`src/rtl/ids_channel_scheduler_pkg.sv`:
```
// Shared types and default parameters for the IDS channel scheduler.
// Imported by the interface, the arbiter and the top.
package ids_channel_scheduler_pkg;

  localparam int DEF_N_CH    = 4;
  localparam int DEF_ALARM_K = 3;
  localparam int DEF_CLEAR_K = 2;
  localparam int DEF_TIMEOUT = 4096;

  typedef enum logic [1:0] {
    IDLE,
    RUN,
    POST
  } sched_state_e;

  typedef struct packed {
    logic valid;
    logic attack;
    logic aborted;
  } verdict_t;

endpackage

```
`src/rtl/ids_channel_scheduler_if.sv`:
```
// Channel and engine handshake bundle of the IDS scheduler.
// master = scheduler side, slave = channels/engine side.
interface ids_channel_scheduler_if
  import ids_channel_scheduler_pkg::*;
#(
  parameter int N_CH = DEF_N_CH
);
  localparam int SW = $clog2(N_CH);

  logic [N_CH-1:0] ch_req;
  logic [N_CH-1:0] ch_gnt;
  logic [N_CH-1:0] ch_ack;
  logic [SW-1:0]   ch_sel;
  logic            eng_start;
  logic            eng_abort;
  logic            eng_done;
  logic            eng_attack;
  logic [N_CH-1:0] alarm;
  logic [N_CH-1:0] fault;
  logic [N_CH-1:0] fault_clr;

  modport master (
    input  ch_req, eng_done, eng_attack, fault_clr,
    output ch_gnt, ch_ack, ch_sel,
    output eng_start, eng_abort, alarm, fault
  );

  modport slave (
    output ch_req, eng_done, eng_attack, fault_clr,
    input  ch_gnt, ch_ack, ch_sel,
    input  eng_start, eng_abort, alarm, fault
  );

endinterface

```
`src/rtl/ids_channel_scheduler_rr_arbiter.sv`:
```
// Combinational round-robin picker: first requester at or
// after ptr, wrapping at N.
module ids_channel_scheduler_rr_arbiter
  import ids_channel_scheduler_pkg::*;
#(
  parameter  int N = DEF_N_CH,
  localparam int W = $clog2(N)
) (
  input  logic [N-1:0] req,
  input  logic [W-1:0] ptr,
  output logic [N-1:0] gnt,
  output logic [W-1:0] idx,
  output logic         any
);

  logic [W:0] pos;

  always_comb begin
    gnt = '0;
    idx = '0;
    any = 1'b0;
    pos = '0;
    for (int k = 0; k < N; k++) begin
      pos = {1'b0, ptr} + (W+1)'(k);
      if (pos >= (W+1)'(N))
        pos = pos - (W+1)'(N);
      if (!any && req[pos[W-1:0]]) begin
        any           = 1'b1;
        gnt[pos[W-1:0]] = 1'b1;
        idx           = pos[W-1:0];
      end
    end
  end

endmodule

```
`src/rtl/ids_channel_scheduler.sv`:
```
// Time-shares one IDS engine among N_CH CAN channels with a
// watchdog and per-channel alarm hysteresis.
module ids_channel_scheduler
  import ids_channel_scheduler_pkg::*;
#(
  parameter int N_CH    = DEF_N_CH,
  parameter int ALARM_K = DEF_ALARM_K,
  parameter int CLEAR_K = DEF_CLEAR_K,
  parameter int TIMEOUT = DEF_TIMEOUT
) (
  input logic clk,
  input logic rst,
  ids_channel_scheduler_if.master bus
);

  localparam int SW   = $clog2(N_CH);
  localparam int WD_W = $clog2(TIMEOUT);
  localparam int AW   = $clog2(ALARM_K + 1);
  localparam int CW   = $clog2(CLEAR_K + 1);

  sched_state_e    state;
  logic [SW-1:0]   rr_ptr;
  logic [WD_W-1:0] wd;

  logic [N_CH-1:0] arb_gnt;
  logic [SW-1:0]   arb_idx;
  logic            arb_any;

  verdict_t        verdict;
  logic            expire;
  logic [N_CH-1:0] alarm_vec;
  logic [N_CH-1:0] fault_vec;

  ids_channel_scheduler_rr_arbiter #(
    .N (N_CH)
  ) u_arb (
    .req (bus.ch_req),
    .ptr (rr_ptr),
    .gnt (arb_gnt),
    .idx (arb_idx),
    .any (arb_any)
  );

  // done on the expiry cycle wins over the watchdog
  always_comb begin
    expire          = (state == RUN) &&
                      (wd == WD_W'(TIMEOUT - 1));
    verdict.valid   = (state == RUN) && bus.eng_done;
    verdict.attack  = bus.eng_attack;
    verdict.aborted = expire && !bus.eng_done;
  end

  always_ff @(posedge clk or posedge rst) begin
    if (rst) begin
      state         <= IDLE;
      rr_ptr        <= '0;
      wd            <= '0;
      bus.ch_gnt    <= '0;
      bus.ch_ack    <= '0;
      bus.ch_sel    <= '0;
      bus.eng_start <= 1'b0;
      bus.eng_abort <= 1'b0;
    end else begin
      bus.eng_start <= 1'b0;
      bus.eng_abort <= 1'b0;
      bus.ch_ack    <= '0;
      unique case (state)
        IDLE: begin
          if (arb_any) begin
            bus.ch_sel    <= arb_idx;
            bus.ch_gnt    <= arb_gnt;
            bus.eng_start <= 1'b1;
            wd            <= '0;
            state         <= RUN;
          end
        end
        RUN: begin
          wd <= wd + 1'b1;
          if (verdict.valid || verdict.aborted) begin
            state         <= POST;
            bus.ch_ack    <= bus.ch_gnt;
            bus.ch_gnt    <= '0;
            bus.eng_abort <= verdict.aborted;
            if (bus.ch_sel == SW'(N_CH - 1))
              rr_ptr <= '0;
            else
              rr_ptr <= bus.ch_sel + 1'b1;
          end
        end
        POST: state <= IDLE;
        default: state <= IDLE;
      endcase
    end
  end

  for (genvar i = 0; i < N_CH; i++) begin : g_ch
    logic [AW-1:0] atk_cnt;
    logic [CW-1:0] clr_cnt;
    logic          alarm_q;
    logic          fault_q;
    logic          hit;

    assign hit = bus.ch_gnt[i];

    always_ff @(posedge clk or posedge rst) begin
      if (rst) begin
        atk_cnt <= '0;
        clr_cnt <= '0;
        alarm_q <= 1'b0;
        fault_q <= 1'b0;
      end else begin
        if (verdict.valid && hit) begin
          if (verdict.attack) begin
            clr_cnt <= '0;
            if (atk_cnt != AW'(ALARM_K))
              atk_cnt <= atk_cnt + 1'b1;
            if (atk_cnt >= AW'(ALARM_K - 1))
              alarm_q <= 1'b1;
          end else begin
            atk_cnt <= '0;
            if (clr_cnt != CW'(CLEAR_K))
              clr_cnt <= clr_cnt + 1'b1;
            if (clr_cnt >= CW'(CLEAR_K - 1))
              alarm_q <= 1'b0;
          end
        end
        if (verdict.aborted && hit)
          fault_q <= 1'b1;
        else if (bus.fault_clr[i])
          fault_q <= 1'b0;
      end
    end

    assign alarm_vec[i] = alarm_q;
    assign fault_vec[i] = fault_q;
  end

  assign bus.alarm = alarm_vec;
  assign bus.fault = fault_vec;

endmodule

```
`src/flat_wrapper.sv`:
```
// flat-port wrapper written by rule: the top's interface ports become plain ports
module ids_channel_scheduler_flat import ids_channel_scheduler_pkg::*;
#(
  parameter int N_CH    = DEF_N_CH,
  parameter int ALARM_K = DEF_ALARM_K,
  parameter int CLEAR_K = DEF_CLEAR_K,
  parameter int TIMEOUT = DEF_TIMEOUT
)
  (clk, rst, bus_ch_req, bus_eng_done, bus_eng_attack, bus_fault_clr, bus_ch_gnt, bus_ch_ack, bus_ch_sel, bus_eng_start, bus_eng_abort, bus_alarm, bus_fault);
  ids_channel_scheduler_if #(.N_CH(N_CH)) bus_i ();
  input logic clk;
  input logic rst;
  input wire logic [$bits(bus_i.ch_req)-1:0] bus_ch_req;
  input wire logic [$bits(bus_i.eng_done)-1:0] bus_eng_done;
  input wire logic [$bits(bus_i.eng_attack)-1:0] bus_eng_attack;
  input wire logic [$bits(bus_i.fault_clr)-1:0] bus_fault_clr;
  output wire logic [$bits(bus_i.ch_gnt)-1:0] bus_ch_gnt;
  output wire logic [$bits(bus_i.ch_ack)-1:0] bus_ch_ack;
  output wire logic [$bits(bus_i.ch_sel)-1:0] bus_ch_sel;
  output wire logic [$bits(bus_i.eng_start)-1:0] bus_eng_start;
  output wire logic [$bits(bus_i.eng_abort)-1:0] bus_eng_abort;
  output wire logic [$bits(bus_i.alarm)-1:0] bus_alarm;
  output wire logic [$bits(bus_i.fault)-1:0] bus_fault;
  assign bus_i.ch_req = bus_ch_req;
  assign bus_i.eng_done = bus_eng_done;
  assign bus_i.eng_attack = bus_eng_attack;
  assign bus_i.fault_clr = bus_fault_clr;
  assign bus_ch_gnt = bus_i.ch_gnt;
  assign bus_ch_ack = bus_i.ch_ack;
  assign bus_ch_sel = bus_i.ch_sel;
  assign bus_eng_start = bus_i.eng_start;
  assign bus_eng_abort = bus_i.eng_abort;
  assign bus_alarm = bus_i.alarm;
  assign bus_fault = bus_i.fault;
  ids_channel_scheduler #(.N_CH(N_CH), .ALARM_K(ALARM_K), .CLEAR_K(CLEAR_K), .TIMEOUT(TIMEOUT)) u_core (.clk(clk), .rst(rst), .bus(bus_i));
endmodule
```
`config.mk`:
```
export PLATFORM = sky130hd
export DESIGN_NAME = ids_channel_scheduler_flat
export DESIGN_NICKNAME = d
export VERILOG_FILES = /design/src/rtl/ids_channel_scheduler_pkg.sv /design/src/rtl/ids_channel_scheduler_if.sv /design/src/rtl/ids_channel_scheduler_rr_arbiter.sv /design/src/rtl/ids_channel_scheduler.sv /design/src/flat_wrapper.sv
export SDC_FILE = /design/constraint.sdc
export NUM_CORES = 1
export LEC_CHECK = 0
export CAP_MARGIN = 20
export CORE_MARGIN = 8
export CORE_UTILIZATION = 40
export CTS_CLUSTER_SIZE = 30
export DETAILED_ROUTE_END_ITERATION = 6
export DONT_BUFFER_PORTS = 1
export PLACE_DENSITY_LB_ADDON = 0.25
export SKIP_LAST_GASP = 1
export SYNTH_ARGS = -nofsm -noshare
export SYNTH_HDL_FRONTEND = slang
export SYNTH_SLANG_ARGS = --single-unit
```
`constraint.sdc`:
```
create_clock -name clk -period 3.1 [get_ports clk]
set_clock_uncertainty 0.15 [all_clocks]
set_input_delay 0.93 -clock clk [delete_from_list [all_inputs] [get_ports clk]]
set_output_delay 0.93 -clock clk [all_outputs]
set_load 0.005 [all_outputs]
```
# Yosys cells after proc, flatten, opt, wreduce, memory -nomap -nowiden
# Cells that the tools add are included.
# totals
ff_bits	52
elab_cells	222
output_inout_bits	20
input_bits	12
# op_classes
bitwise	3
mux	83
order_cmp	20
n_eq_ne	21
n_reduce_logical	54
add_sub_neg	17
# ops
operator	n
2-bit 2-to-1 mux	27
1-bit 2-to-1 mux	36
4-bit 2-to-1 mux	8
2-bit nonzero test	13
12-bit one-hot mux with 2 select lines	1
2-bit AND reduction	12
2-bit by 1-bit adder with 2-bit output (second input constant)	9
1-bit logical AND	18
2-bit by 1-bit != test with 1-bit output (second input constant)	9
2-bit != test (second input constant)	9
2-bit by 1-bit greater-or-equal comparator with 1-bit output (second input constant)	8
3-bit AND reduction	5
12-bit by 1-bit adder with 12-bit output (second input constant)	1
12-bit equality test (second input constant)	1
2-bit by 3-bit less-than comparator with 1-bit output (second input constant)	4
12-bit 2-to-1 mux	1
4-bit bitwise OR	3
3-bit greater-or-equal comparator (second input constant)	3
1-bit binary-select mux with 2-bit select	4
1-bit demux with 2-bit select	4
2-bit greater-or-equal comparator (second input constant)	4
4-bit one-hot mux with 2 select lines	1
2-bit by 1-bit subtractor with 2-bit output (second input constant)	4
2-bit by 2-bit adder with 3-bit output (second input constant)	2
8 further kinds	11

# Logic depth before layout (Yosys ltp)
# Gate-level depths: netlist of run 1.
# logic_depth
depth_word	16
ltp_mapped	9
mapped_depth_nobuf	7

# By module
# A second synthesis of run 1 with hierarchy kept.
# hier_totals
hier_cells	326
hier_area_um2	3138.0
# by_module_without_submodules
mod	instances	cells_each	area_per_inst_um2
ids_channel_scheduler	1	281	2716.4
ids_channel_scheduler_rr_arbiter	1	45	421.7

# Worst setup path after synthesis of run 1
# No wires, ideal clock.
# synth_timing
kind	register -> register
startpoint	register u_core.rr_ptr[0]
endpoint	register u_core.wd[10]
stages_incl_launch_ff	9
setup_time_ns	0.083
period_less_slack_ns	2.843
slack_ns	0.257
arrival_time_ns	2.611
path_buffers	1
t_required_ns	2.867
cell_sequence	dfrtp_1 -> buf_2 -> inv_1 -> ha_1 -> mux4_2 -> or4_4 -> o21bai_4 -> o21ai_0 -> o21ai_0
# synth_between
elab_chain_len	16
elab_cells_between_ends	35
cone_classes	7 x add/sub; 4 x order compare; 1 x eq/ne; 16 x mux; 7 x reduce/logical
# synth_lines
item	line_no	text
start: declaration	ids_channel_scheduler.sv:22	logic [SW-1:0] rr_ptr;
start signal: assignment	ids_channel_scheduler.sv:87	rr_ptr <= bus.ch_sel + 1'b1;
branches (longest 13 deep; another with 2-bit by 1-bit adder with 3-bit output)	n/a	
1-bit 2-to-1 mux (*)	ids_channel_scheduler_rr_arbiter.sv:27	if (!any && req[pos[W-1:0]]) begin
2-bit by 1-bit != test with 1-bit output (no line) (*)	n/a	
2-bit AND reduction (no line) (*)	n/a	
end signal: assignment	ids_channel_scheduler.sv:78	wd <= wd + 1'b1;
end: declaration	ids_channel_scheduler.sv:23	logic [WD_W-1:0] wd;
# Mark *: on every way between the ends. The select of a mux whose other input is x is not followed.
# A chain may end at the register's enable or synchronous reset.

# Final worst setup path of run 1
# layout_timing
startpoint	register u_core.rr_ptr[1]
endpoint	register u_core.bus.ch_gnt[2]
# layout_between
elab_chain_len	16
elab_cells_between_ends	64
cone_classes	7 x add/sub; 12 x order compare; 1 x eq/ne; 30 x mux; 3 x bitwise; 11 x reduce/logical
# layout_lines
item	line_no	text
branches (longest 16 deep; another with 2-bit by 1-bit adder with 3-bit output)	n/a	
end signal: assignment	ids_channel_scheduler.sv:71	bus.ch_gnt <= arb_gnt;
end: declaration	ids_channel_scheduler_if.sv:24	output ch_gnt, ch_ack, ch_sel,
# Several ways; the timed one is not identified. The select of a mux whose other input is x is not followed.

==> results of run 1 <==
## worst reg2reg max path: cells and delay by family, from the launching register on
kind | cells | cell delay, ns
DFF | 1 | 0.36
AOI/OAI and AO/OA | 1 | 0.17
adders and majority gates | 1 | 0.39
buffers and inverters | 1 | 0.10
muxes | 1 | 0.62
and+or+nand+nor | 3 | 0.91
## final timing paths
kind                                   from                      to  slack, ns
max                        u_core.rr_ptr[1]    u_core.bus.ch_gnt[2]       0.34
max reg2reg                u_core.rr_ptr[1]    u_core.bus.ch_gnt[2]       0.34
min in group clk              u_core.wd[11]           u_core.wd[11]       0.37
min                                     rst  u_core.g_ch[2].alarm_q       0.35
max in group asynchronous               rst            u_core.wd[6]       1.90
min reg2reg                   u_core.wd[11]           u_core.wd[11]       0.37
## synthesized netlist by cell type (all sizes together), types with 2 or more instances
master,number
nand3,10
and4,2
nand4,3
a221o,4
xnor2,3
a22o,2
nor2,24
nor3,14
o21ai,42
clkbuf,6
buf,10
nand2b,6
nand2,33
mux2i,2
ha,25
dfrtp,52
a22oi,6
o31ai,2
mux2,2
o22ai,5
nor2b,2
mux4,4
inv,27
a21oi,18
nor3b,4
## flip-flops by register name (all words and copies together) (netlist names)
register,count
u_core.bus.ch_ack,4
u_core.bus.ch_gnt,4
u_core.bus.ch_sel,2
u_core.bus.eng_abort,1
u_core.bus.eng_start,1
u_core.g_ch.alarm_q,4
u_core.g_ch.atk_cnt,8
u_core.g_ch.clr_cnt,8
u_core.g_ch.fault_q,4
u_core.rr_ptr,2
u_core.state,2
u_core.wd,12
## cell families after synthesis
group           Yosys count  synth area share
buf+inv                  43            0.0657
simple gates            101             0.159
xor+xnor                  4            0.0117
compound gates           87             0.177
mux                       8            0.0469
flops                    52             0.436
fa+ha+maj                25             0.105
## cell type report
type / count / area share
clock inverter: 3 / 0.00907
multi-input combinational: 225 / 0.470
sequential: 52 / 0.410
inverter: 27 / 0.0320
clock buffer: 5 / 0.0217
timing repair buffer: 6 / 0.0181
tap: 99 / 0.0391
## power by group
| part | internal, mW | switching, mW | leakage [nW] |
|---|---|---|---|
| sequential | 0.870 | 0.206 | 0.668 |
| combinational | 0.504 | 0.653 | 0.681 |
| clock | 0.171 | 0.258 | 0.0511 |
## per-layer routing
layer | global-route usage | vias up | wire [um]
met5 | 0 | - | 0
met2 | 0.198 | 28 | 2790
met1 | 0.156 | 1051 | 2810
met4 | 0.0406 | 0 | 74
met3 | 0.0293 | 8 | 268
li1 | - | 1113 | -
## stage by stage
step                      cell area [um^2]   util  std cells  hold slack, ns
final                                 3170  0.437        417           0.345
after global routing                  3170  0.437        417           0.377
after CTS                             3170  0.437        417           0.356
after detailed placement              3070  0.424        409           0.347
after global placement                3070  0.424        409           0.334
after floorplan                       2990      -        320           0.307
==> out/metrics.yaml, run 1 <==
logic_synthesis:
  synth-async-reset-ratio: 1.00
  synthCells: 320
  ys.flop_type: "dfrtp_1"
  synth-edff-count: 0
  ys_warn_count: 0
  synth_area_leaders: "dfrtp_1 44%, ha_1 10%, o21ai_0 7.0%"
  netlist_area_um2: 2990
  syn_nets: 357
  seq_area_frac_synth: 0.436
  yosysUniqueCellTypes: 40
  ys_ff_latch: 52
  synth.avg_cell_area_um2: 9.34
  synth_top_area_cell: "dfrtp_1"
  synth.top_cell.area_share: 0.436
critical_path:
  path_depth: 7
  required_ns: 3.20
  cp_slowest_cell: "mux4_2"
  critical_path.top_delay_family: "simple AND/OR/NAND/NOR gates"
  critPathArrivalTime_ns: 2.86
  path_common_cell: "nand2_1"
  start_kind: "flip-flop"
  ff2ff_path_depth: 7
  slowest_delay_ns: 0.62
  path_cells: "inv_1 -> ha_1 -> mux4_2 -> or4_4 -> nand2_1 -> nand2_1 -> o22ai_1"
  crit_buf_inv: 1
  end_kind: "flip-flop"
  crit_fanout: 8
  path_class: "flip-flop to flip-flop"
detailed_routing:
  first_pass_iters: 4
  post_drt_wl_per_cell_um: 14.2
  first_iter_violations: 60
  viasPerCell: 5.28
  drt_wl_total_mm: 5.94
  drc: 0
  vias: 2200
  ant_nets: 0
floorplan:
  rows: 31
  start_util: 0.412
  fp.dieH_um: 102
  coreArea_um2: 7250
  dieArea_um2: 10500
  die_x_um: 102
  io_pins: 32
run:
  drv_cap: 0
clocking:
  ctsHoldBuffers: 0
  tritoncts: "done"
  cts-resized-gates: 0
  numCtsBuffers: 5
  clk_latency_ns: 0.32
  cts_max_path_buffers: 2
  cts.sinks: 52
  root_buffer: "clkbuf_8"
  cts_setup_buffers: 0
  h-tree-depth: 2
  clk_pin_slew_ns: 0.11
place:
  dpl.hpwl_mm: 4.32
  pre_cts_slack_ns: 0.292
  place.gp.congestion: 0.863
  place.port_buffers: 0
timing:
  slew_headroom: 0.485
  rsz0062_at_grt: "false"
  layout_setup_ws_ns: 0.343
  fmax_ghz: 0.363
  tns_ns: 0
  drv_slew: 0
  tightest_slew_ns: 0.766
  hold_viol: 0
  post-route-period-util: 0.889
  min_period_ns: 2.76
  setup_viol: 0
power:
  power_mw: 2.66
  power_leakage_nw: 1.40
  ir_drop_mv: 0.487
  p_per_area_nw_per_um2: 839
grt:
  overflow: 0
  grt_max_degree: 33
  antenna_found_initial: 0
  grt_pass1_vias: 2043
  track_usage: 0.122
  grt_pass1_wl_mm: 10.1
final_layout:
  nets: 354
  fill_cells: 729
  diodes: 0
  final_cell_mix: "52 x dfrtp_1, 42 x o21ai_0, 33 x nand2_1, 25 x inv_1, 25 x ha_1"
  multi_input_area_um2: 1490
  seq_area_um2: 1300
  layout_commonest_cell: "dfrtp_1"
  syn2layout_area_growth_pct: 6.16
  layout-drive-gt1-share: 0.0692
run_status:
  outcome: "finished, final reports clean"
min_path:
  worstHoldPathType: "input pin to async pin"
(Power assumes the default switching activity.)
==> inputs of run 2 (changes only) <==
--- a/config.mk
+++ b/config.mk
@@ -13,6 +13,7 @@
 export DONT_BUFFER_PORTS = 1
 export PLACE_DENSITY_LB_ADDON = 0.25
 export SKIP_LAST_GASP = 1
+export SLEW_MARGIN = 40
 export SYNTH_ARGS = -nofsm -noshare
 export SYNTH_HDL_FRONTEND = slang
 export SYNTH_SLANG_ARGS = --single-unit
==> results of run 2 <==
Same layout as run 1: the final DEF is identical, and so are final timing and power.
==> inputs of run 3 (changes only) <==
--- a/config.mk
+++ b/config.mk
@@ -11,7 +11,7 @@
 export CTS_CLUSTER_SIZE = 30
 export DETAILED_ROUTE_END_ITERATION = 6
 export DONT_BUFFER_PORTS = 1
-export PLACE_DENSITY_LB_ADDON = 0.25
+export PLACE_DENSITY = 0.52
 export SKIP_LAST_GASP = 1
 export SLEW_MARGIN = 40
 export SYNTH_ARGS = -nofsm -noshare
==> out/metrics.yaml, run 3 (synthesis results as in run 1) <==
final_layout:
  stdcell_count: 419  # +0.48%
  largest_reg_flops: 12  # unchanged
  final_cell_mix: "52 x dfrtp_1, 42 x o21ai_0, 33 x nand2_1, 25 x inv_1, 25 x ha_1"
  regMostFlops: "u_core.wd"
  syn2layout_area_growth_pct: 6.20  # about the same
  nets: 356  # +0.56%
  layout-drive-gt1-share: 0.0750  # +0.00582
  diodes: 0  # unchanged
  fin_util: 0.437  # about the same
  layout_commonest_cell: "dfrtp_1"
  top_regs: "u_core.wd: 12 flops, u_core.g_ch.atk_cnt: 8 flops, u_core.g_ch.clr_cnt: 8 flops"
timing:
  rsz0062_at_grt: "false"
  slew_headroom: 0.574  # +0.0884
  post-route-period-util: 0.897  # +0.00792
  setup_viol: 0  # unchanged
  tns_ns: 0  # unchanged
  tightest_slew_ns: 0.638  # -0.128 ns
  drv_slew: 0  # unchanged
  worst_hold_slack_ns: 0.351  # +0.00547 ns
  min_period_ns: 2.78  # +0.0246 ns
  hold_viol: 0  # unchanged
  layout_setup_ws_ns: 0.318  # -0.0246 ns
  fmax_ghz: 0.359  # -0.88%
floorplan:
  die_x_um: 102  # unchanged
  fp.dieH_um: 102  # unchanged
  dieArea_um2: 10500  # unchanged
  rows: 31  # unchanged
  io_pins: 32  # unchanged
  start_util: 0.412  # unchanged
  coreArea_um2: 7250  # unchanged
place:
  place.gp.congestion: 0.778  # -9.8%
  place.port_buffers: 0  # unchanged
  dpl.hpwl_mm: 4.50  # +4.4%
  pre_cts_slack_ns: 0.237  # -0.0558 ns
  dp.cells: 411  # +0.49%
min_path:
  hold-path-cell-count: 1
  hold_start: "u_core.wd[11]"
  worstHoldPathType: "flip-flop to flip-flop"
  hold_end: "u_core.wd[11]"
grt:
  grt_max_degree: 30  # -9.1%
  overflow: 0  # unchanged
  antenna_found_initial: 0  # unchanged
  track_usage: 0.129  # +0.00634
  grtUsageMet3: 0.0354  # +0.00613
  grt_pass1_vias: 2239  # +9.6%
  grt_pass1_wl_mm: 10.7  # +5.9%
  busiest_layer: "met2"
  grt_use_met1: 0.165  # +0.00867
  met2_usage: 0.203  # +0.00500
clocking:
  cts.sinks: 52  # unchanged
  cts_setup_buffers: 0  # unchanged
  tritoncts: "done"
  root_buffer: "clkbuf_8"
  clk_pin_slew_ns: 0.09  # -0.02 ns
  ctsHoldBuffers: 0  # unchanged
  numCtsBuffers: 5  # unchanged
  cts_max_path_buffers: 2  # unchanged
  clk_latency_ns: 0.31  # about the same
  h-tree-depth: 2  # unchanged
  cts-resized-gates: 0  # unchanged
critical_path:
  crit_buf_inv: 1  # unchanged
  crit_fanout: 9  # +1
  ff2ff_path_depth: 7  # unchanged
  timing.rr.end: "u_core.bus.ch_gnt[0]"
  r2r-start: "u_core.rr_ptr[1]"
  path_common_cell: "nand2_1"
  required_ns: 3.18  # -0.02 ns
  critical_path.top_delay_family: "simple AND/OR/NAND/NOR gates"
  path_cells: "inv_1 -> ha_1 -> mux4_2 -> or4_4 -> nand2_1 -> nand2_1 -> o22ai_1"
  r2r_setup_slack_ns: 0.32  # -0.02 ns
  path_class: "flip-flop to flip-flop"
  end_kind: "flip-flop"
  critPathArrivalTime_ns: 2.86  # about the same
  cp_slowest_cell: "mux4_2"
  slowest_delay_ns: 0.61  # about the same
  start_kind: "flip-flop"
detailed_routing:
  drc: 0  # unchanged
  vias: 2213  # +0.59%
  first_iter_violations: 65  # +8.3%
  post_drt_wl_per_cell_um: 14.6  # +2.6%
  first_pass_iters: 4  # unchanged
  drt_wl_total_mm: 6.12  # +3.1%
  ant_nets: 0  # unchanged
  viasPerCell: 5.28  # +0.11%
power:
  power_leakage_nw: 1.41  # +0.44%
  ir_drop_mv: 0.491  # +0.74%
  p_per_area_nw_per_um2: 839  # about the same
run_status:
  outcome: "finished, final reports clean"
run:
  drv_cap: 0  # unchanged
[run 3: changes by cell type in the layout (fill, tap and decap cells not counted)]
cell,before,now
buf_12,1,0
buf_4,5,8
clkbuf_8,5,6
clkinv_2,0,1
inv_6,2,1
inv_8,1,0
[run 3: worst max path at each step]
stage	start	slack (ns)	cells after the start	to
2_1_floorplan	u_core.rr_ptr[0]	0.26	8	u_core.wd[10]
3_3_place_gp	bus_ch_req[2]	0.28	5	u_core.bus.ch_gnt[1]
3_5_place_dp	bus_ch_req[2]	0.24	5	u_core.bus.ch_gnt[0]
4_1_cts	u_core.rr_ptr[1]	0.29	7	u_core.bus.ch_gnt[0]
5_1_grt	u_core.rr_ptr[1]	0.14	7	u_core.bus.ch_gnt[3]
6_report	u_core.rr_ptr[1]	0.32	7	u_core.bus.ch_gnt[0]
[run 3: final cells by class]
type / count / area, um^2
fill: 737 / 4080
multi-input combinational: 225 / 1490
sequential: 52 / 1300
tap: 99 / 124
inverter: 27 / 101
clock buffer: 6 / 82.6
timing repair buffer: 8 / 60.1
clock inverter: 2 / 13.8
[run 3: worst register-to-register path: stages (launching register included)]
cell     delay, ns
dfrtp_1       0.35
inv_1         0.10
ha_1          0.39
mux4_2        0.61
or4_4         0.54
nand2_1       0.23
nand2_1       0.15
o22ai_1       0.17
[run 3: where the power goes]
group          switching, mW  total [mW]  internal (mW)
Sequential             0.207        1.08          0.870
Combinational          0.662        1.17          0.505
Clock                  0.235       0.418          0.183
Total                   1.10        2.66           1.56
[run 3: metrics by stage]
stage,total power [mW],cell area [um^2]
final,2.66,3170
after global routing,2.93,3170
after CTS,2.70,3170
after detailed placement,2.27,3080
after global placement,2.25,3080
after floorplan,1.98,2990
[run 3: layer usage]
layer | share of wire | wire [um]
met3 | 0.061 | 372
met5 | 0 | 0
met1 | 0.48 | 2920
met4 | 0.013 | 82
met2 | 0.45 | 2750
